$ cat config.mk
export PLATFORM = sky130hd
export DESIGN_NAME = mmio_frame_sequencer_flat
export DESIGN_NICKNAME = d
export VERILOG_FILES = /design/src/rtl/mmio_frame_sequencer_if.sv /design/src/rtl/mmio_frame_sequencer.sv /design/src/flat_wrapper.sv
export SDC_FILE = /design/constraint.sdc
export NUM_CORES = 1
export LEC_CHECK = 0
export CAP_MARGIN = 5
export CORE_MARGIN = 4
export CORE_UTILIZATION = 39
export DETAILED_ROUTE_END_ITERATION = 8
export GPL_TIMING_DRIVEN = 0
export PLACE_DENSITY_LB_ADDON = 0.2
export SYNTH_ARGS = -nofsm -noshare
export SYNTH_HDL_FRONTEND = slang
export SYNTH_SLANG_ARGS = --single-unit
$ cat constraint.sdc
create_clock -name clock -period 2.5 [get_ports clock]
set_clock_uncertainty 0.15 [all_clocks]
set_input_delay 0.5 -clock clock [delete_from_list [all_inputs] [get_ports clock]]
set_output_delay 0.5 -clock clock [all_outputs]
set_load 0.01 [all_outputs]
$ cat src/rtl/mmio_frame_sequencer_if.sv
// CPU-side and MMIO-side bus bundle around the frame sequencer.
// master is the sequencer's view; slave is the view of the CPU/MMIO environment.
interface mmio_frame_sequencer_if;
  localparam int unsigned ADDR_W = 13;
  localparam int unsigned DATA_W = 32;

  logic [ADDR_W-1:0] cpu_address;
  logic [DATA_W-1:0] cpu_data;
  logic              cpu_wren;
  logic [DATA_W-1:0] cpu_q;
  logic              cpu_stall;

  logic [ADDR_W-1:0] bus_address;
  logic [DATA_W-1:0] bus_wdata;
  logic              bus_wren;
  logic [DATA_W-1:0] bus_rdata;

  modport master (
    input  cpu_address, cpu_data, cpu_wren, bus_rdata,
    output cpu_q, cpu_stall, bus_address, bus_wdata, bus_wren
  );

  modport slave (
    output cpu_address, cpu_data, cpu_wren, bus_rdata,
    input  cpu_q, cpu_stall, bus_address, bus_wdata, bus_wren
  );
endinterface

$ cat src/rtl/mmio_frame_sequencer.sv
// MMIO bus initiator: on each accepted frame tick it stalls the CPU and copies
// eight coprocessor registers along a fixed routing table; otherwise passes the CPU through.
module mmio_frame_sequencer #(
  parameter int unsigned READ_LATENCY = 1,
  parameter logic [7:0]  ENTRY_MASK   = 8'hFF
) (
  input  logic                  clock,
  input  logic                  reset,
  input  logic                  enable,
  input  logic                  frame_tick,
  mmio_frame_sequencer_if.master mif,
  output logic                  busy,
  output logic                  done,
  output logic                  overrun,
  output logic [15:0]           frame_count
);

  localparam int unsigned ADDR_W  = 13;
  localparam int unsigned DATA_W  = 32;
  localparam int unsigned IDX_W   = 3;
  localparam int unsigned LAT_W   = 2;
  localparam int unsigned ENTRIES = 8;

  typedef enum logic [2:0] {IDLE, READ, WRITE, SKIP, FINISH} state_t;

  state_t            state;
  logic [IDX_W-1:0]  idx;
  logic [LAT_W-1:0]  lat_cnt;
  logic [DATA_W-1:0] hold;

  logic [ADDR_W-1:0] addr_mux;
  logic [DATA_W-1:0] wdata_mux;
  logic              wren_mux;
  logic [IDX_W-1:0]  idx_next;

  // Routing table: source register of each entry.
  function automatic logic [ADDR_W-1:0] src_addr(input logic [IDX_W-1:0] i);
    case (i)
      3'd0: return 13'h1000;
      3'd1: return 13'h1000;
      3'd2: return 13'h1600;
      3'd3: return 13'h1080;
      3'd4: return 13'h1080;
      3'd5: return 13'h1680;
      3'd6: return 13'h1200;
      3'd7: return 13'h1280;
    endcase
  endfunction

  // Routing table: destination register of each entry.
  function automatic logic [ADDR_W-1:0] dst_addr(input logic [IDX_W-1:0] i);
    case (i)
      3'd0: return 13'h1600;
      3'd1: return 13'h1400;
      3'd2: return 13'h101C;
      3'd3: return 13'h1680;
      3'd4: return 13'h1480;
      3'd5: return 13'h109C;
      3'd6: return 13'h1010;
      3'd7: return 13'h1090;
    endcase
  endfunction

  assign idx_next = IDX_W'(idx + 1'b1);

  always_ff @(posedge clock) begin
    if (!reset) begin
      state       <= IDLE;
      idx         <= '0;
      lat_cnt     <= '0;
      hold        <= '0;
      busy        <= 1'b0;
      done        <= 1'b0;
      overrun     <= 1'b0;
      frame_count <= '0;
    end else begin
      done <= 1'b0;
      if (frame_tick && busy) overrun <= 1'b1;
      case (state)
        IDLE: begin
          if (enable && frame_tick) begin
            idx     <= '0;
            lat_cnt <= '0;
            busy    <= 1'b1;
            state   <= ENTRY_MASK[0] ? READ : SKIP;
          end
        end
        READ: begin
          if (lat_cnt == LAT_W'(READ_LATENCY)) begin
            hold    <= mif.bus_rdata;
            lat_cnt <= '0;
            state   <= WRITE;
          end else begin
            lat_cnt <= LAT_W'(lat_cnt + 1'b1);
          end
        end
        WRITE, SKIP: begin
          // Last entry closes the sequence; busy drops as FINISH begins.
          if (idx == IDX_W'(ENTRIES - 1)) begin
            state       <= FINISH;
            busy        <= 1'b0;
            done        <= 1'b1;
            frame_count <= 16'(frame_count + 16'd1);
          end else begin
            idx   <= idx_next;
            state <= ENTRY_MASK[idx_next] ? READ : SKIP;
          end
        end
        FINISH: state <= IDLE;
        default: state <= IDLE;
      endcase
    end
  end

  // Bus steering: CPU passthrough when idle, table access otherwise.
  always_comb begin
    addr_mux  = '0;
    wdata_mux = '0;
    wren_mux  = 1'b0;
    case (state)
      IDLE: begin
        addr_mux  = mif.cpu_address;
        wdata_mux = mif.cpu_data;
        wren_mux  = mif.cpu_wren;
      end
      READ:  addr_mux = src_addr(idx);
      WRITE: begin
        addr_mux  = dst_addr(idx);
        wdata_mux = hold;
        wren_mux  = 1'b1;
      end
      default: ;
    endcase
  end

  assign mif.bus_address = addr_mux;
  assign mif.bus_wdata   = wdata_mux;
  assign mif.bus_wren    = wren_mux;
  assign mif.cpu_q       = mif.bus_rdata;
  assign mif.cpu_stall   = busy;

endmodule
$ cat src/flat_wrapper.sv
// flat-port wrapper written by rule: the top's interface ports become plain ports
module mmio_frame_sequencer_flat 
#(
  parameter int unsigned READ_LATENCY = 1,
  parameter logic [7:0]  ENTRY_MASK   = 8'hFF
)
  (clock, reset, enable, frame_tick, busy, done, overrun, frame_count, mif_cpu_address, mif_cpu_data, mif_cpu_wren, mif_bus_rdata, mif_cpu_q, mif_cpu_stall, mif_bus_address, mif_bus_wdata, mif_bus_wren);
  mmio_frame_sequencer_if mif_i ();
  input  logic clock;
  input  logic reset;
  input  logic enable;
  input  logic frame_tick;
  output logic busy;
  output logic done;
  output logic overrun;
  output logic [15:0] frame_count;
  input wire logic [$bits(mif_i.cpu_address)-1:0] mif_cpu_address;
  input wire logic [$bits(mif_i.cpu_data)-1:0] mif_cpu_data;
  input wire logic [$bits(mif_i.cpu_wren)-1:0] mif_cpu_wren;
  input wire logic [$bits(mif_i.bus_rdata)-1:0] mif_bus_rdata;
  output wire logic [$bits(mif_i.cpu_q)-1:0] mif_cpu_q;
  output wire logic [$bits(mif_i.cpu_stall)-1:0] mif_cpu_stall;
  output wire logic [$bits(mif_i.bus_address)-1:0] mif_bus_address;
  output wire logic [$bits(mif_i.bus_wdata)-1:0] mif_bus_wdata;
  output wire logic [$bits(mif_i.bus_wren)-1:0] mif_bus_wren;
  assign mif_i.cpu_address = mif_cpu_address;
  assign mif_i.cpu_data = mif_cpu_data;
  assign mif_i.cpu_wren = mif_cpu_wren;
  assign mif_i.bus_rdata = mif_bus_rdata;
  assign mif_cpu_q = mif_i.cpu_q;
  assign mif_cpu_stall = mif_i.cpu_stall;
  assign mif_bus_address = mif_i.bus_address;
  assign mif_bus_wdata = mif_i.bus_wdata;
  assign mif_bus_wren = mif_i.bus_wren;
  mmio_frame_sequencer #(.READ_LATENCY(READ_LATENCY), .ENTRY_MASK(ENTRY_MASK)) u_core (.clock(clock), .reset(reset), .enable(enable), .frame_tick(frame_tick), .mif(mif_i), .busy(busy), .done(done), .overrun(overrun), .frame_count(frame_count));
endmodule
==> results.md <==
* P&R area growth vs syn at 69.9%
* CTS Buf Count at 9
* Clk buf depth at 2
* Io pins at 180
* Critical Setup Path Class: flip-flop to output pin
* Crit start category: flip-flop
* Cell area after synthesis at 0.00321 mm²
* Worst-path fanout max at 10
* Final Wtd Congestion at 0.845
* Port Buffers at 179
* Final Net Count at 672
* CTS tree: done
* Filler cells at 674
* Cell Rows at 32
* RSZ-0062 raised after global routing: false
* Synth cell types at 42
* EDFF count, synth at 0
* Synth Instances at 387
* Initial drt markers at 81
* Number of remaining DRC errors at 0
* Largest net degree at the start of global routing at 11
* Top achievable clock speed at 418 MHz
* Root Buffer: clkbuf_8
* Post-synth top area share at 0.400
* Hold Buf Count CTS at 0
* Leak at 2.20 nW
* Post-DP HPWL at 8.57 mm
* Pre-CTS setup slack at -0.506 ns
* Avg Vias per Cell at 4.98
* Worst hold path type: flip-flop to flip-flop
* Die X at 98.7 µm
* Gr ovfl total at 0
* Buffers plus inverters on the worst setup path at 4
* Clk sinks at 64
* Vias post-DR at 3,459
* Power, Total at 2.51 mW
* Ys flop type: dfxtp_1
* Tot GR Track Use at 0.222
* Final setup violation count at 0
* Diode count at 0
* FF/Latch Area at 0.00128 mm²
* Fin worst setup slack at 0.105 ns
* H-tree levels at 3
* Worst path required time at 1.85 ns
* Slowest cell on crit path: dfxtp_1
* Slew Limit Fails at 0
* Leading area contributor after synthesis: dfxtp_1
* DR WL/cell at 15.9 µm
* Worst-Skew Late Latency at 0.34 ns
* Die ar. at 0.00973 mm²
* Clk slew on worst S/H paths at 0.07 ns
* Worst setup EP type: output pin
* Critical Path, Cell by Cell: buf_6 -> nor3b_4 -> buf_6 -> clkbuf_8 -> a22o_1 -> dlygate4sd2_1
* Detail Route Antenna Nets at 0
* Final min period at 2.40 ns
* Layout cells sized above 1 at 0.142
* Initial Util at 0.408
* Initial antenna violation count at 0
* Worst vdd ir at 0.333 mV
* Final WL at 11.0 mm
* Core area at 0.00785 mm²
* Hold WS at 0.306 ns
* Hold Vio Cnt, Final at 0
* Vias in the first global route at 3,432
* Crit path top cell by count: buf_6
* Slew @ Worst Pin at 0.520 ns
* TritonRoute pass-1 iters at 4
* Cell Pwr Density at 461 mW/mm²
* Most common cell after layout, fill and taps aside: clkdlybuf4s50_1
* Crit path largest cell delay at 0.37 ns
* Sequential area share after synthesis at 0.400
* Signal arrival time at the worst endpoint at 1.75 ns
* First-pass GRT wire length at 17.4 mm
* Syn nets at 472
* Synthesized area per cell at 8.28 µm²
* Fin crit share at 0.958
* Relative slew margins at 0.653
* Synthesized flop and latch total at 64
* Asr flop ratio synth at 0
* Footprint of the multi-input gates at 0.00156 mm²
* Area contributors post-synth: dfxtp_1 40%, a22o_1 9.8%, nand2_1 8.7%, buf_4 8.0%, a21oi_1 6.7%
* Yosys warns at 0
* Max-cap viol count at 0
* Most frequent cells in the layout: 134 x clkdlybuf4s50_1, 74 x nand2_1, 64 x dfxtp_1, 43 x a21oi_1, 41 x buf_4
* Die extent in y at 98.7 µm
* Status: complete, no violations
* CP top delay family: buffers and inverters
[timing repair]
item                                    4_1_cts  5_1_grt
pin swaps                                     1        0
endpoints found under the setup margin       41       19
cloned                                        1        0
buffers inserted                              9        0
gates resized for setup                      70        6
[cell families after synthesis]
| group | count (synthesis) | share of synthesized area |
|---|---|---|
| mux | 6 | 0.0191 |
| fa+ha+maj | 3 | 0.0117 |
| xor+xnor | 11 | 0.0301 |
| buf+inv | 62 | 0.119 |
| simple gates | 150 | 0.227 |
| flops | 64 | 0.400 |
| compound gates | 91 | 0.194 |
[worst register-to-register path, cell delays in order (launching register included)]
cell,delay (ns)
dfxtp_1,0.39
ha_1,0.17
ha_1,0.19
and3b_1,0.18
buf_4,0.17
nand3_1,0.13
nor4_2,0.36
xnor2_1,0.17
nor2_1,0.06
[layout make-up]
type                            count  share of cell area
Buffer                             58              0.0802
Clock buffer                       13              0.0292
Sequential cell                    64               0.235
Tap cell                          102              0.0234
Clock inverter                      3             0.00735
Timing Repair Buffer              189               0.335
Multi-Input combinational cell    261               0.286
Inverter                            4             0.00276
[Yosys cell counts, types with 2 or more instances]
library cell / n
nand2_1: 74
dfxtp_1: 64
a21oi_1: 43
a22o_1: 36
buf_4: 34
nor2_1: 30
clkbuf_1: 16
and2_1: 9
nand3_1: 7
xor2_1: 6
buf_2: 5
mux2i_1: 5
nor3_1: 5
o21ai_0: 5
xnor2_1: 5
inv_1: 4
or3_1: 4
and3_1: 3
and4_1: 3
ha_1: 3
nand4_1: 3
buf_6: 2
nor4_2: 2
[metrics by stage]
| stage | std cells | utilization | cell area (µm²) | setup TNS [ns] |
|---|---|---|---|---|
| finish | 694 | 0.694 | 5450 | 0 |
| global route | 694 | 0.694 | 5450 | 0 |
| detailed placement | 668 | 0.653 | 5120 | -16.16 |
| global placement | 668 | 0.653 | 5120 | -16.72 |
| CTS | 694 | 0.693 | 5440 | 0 |
| floorplan | 387 | - | 3210 | 0 |
[sequential cells by signal (all words and copies together) (netlist names), named ones only]
name / cells
u_core.lat_cnt: 2
u_core.done: 1
u_core.busy: 1
u_core.hold: 32
u_core.state: 3
u_core.overrun: 1
u_core.frame_count: 16
u_core.idx: 3
[power by group]
| group | switching (mW) | total, mW | leakage [nW] | internal (mW) |
|---|---|---|---|---|
| sequential | 0.00766 | 1.04 | 0.516 | 1.03 |
| clock | 0.389 | 0.902 | 0.103 | 0.513 |
| combinational | 0.222 | 0.569 | 1.58 | 0.347 |
| total | 0.619 | 2.51 | 2.20 | 1.89 |
[routing by layer]
metal / wire [µm] / share of wire / global-route usage / vias to the layer above
met5: 0 / 0 / 0 / -
met4: 264 / 0.024 / 0.0798 / 0
met3: 644 / 0.058 / 0.0453 / 22
met2: 5640 / 0.51 / 0.408 / 122
met1: 4460 / 0.40 / 0.253 / 1617
li1: - / - / - / 1698
[path summary, 6_finish.rpt]
kind	from	to	depth (start not counted)	slack (ns)
worst min-delay path	u_core.hold[18]$_SDFFE_PN0P_	u_core.hold[18]$_SDFFE_PN0P_	2	0.31
worst max-delay path	u_core.state[1]$_SDFFE_PN0P_	mif_bus_wdata[5]	6	0.10
worst max register to register	u_core.idx[0]$_SDFFE_PN0N_	u_core.frame_count[14]$_SDFFE_PN0N_	8	0.40
worst min register to register	u_core.hold[18]$_SDFFE_PN0P_	u_core.hold[18]$_SDFFE_PN0P_	2	0.31
(Power assumes the default switching activity.)
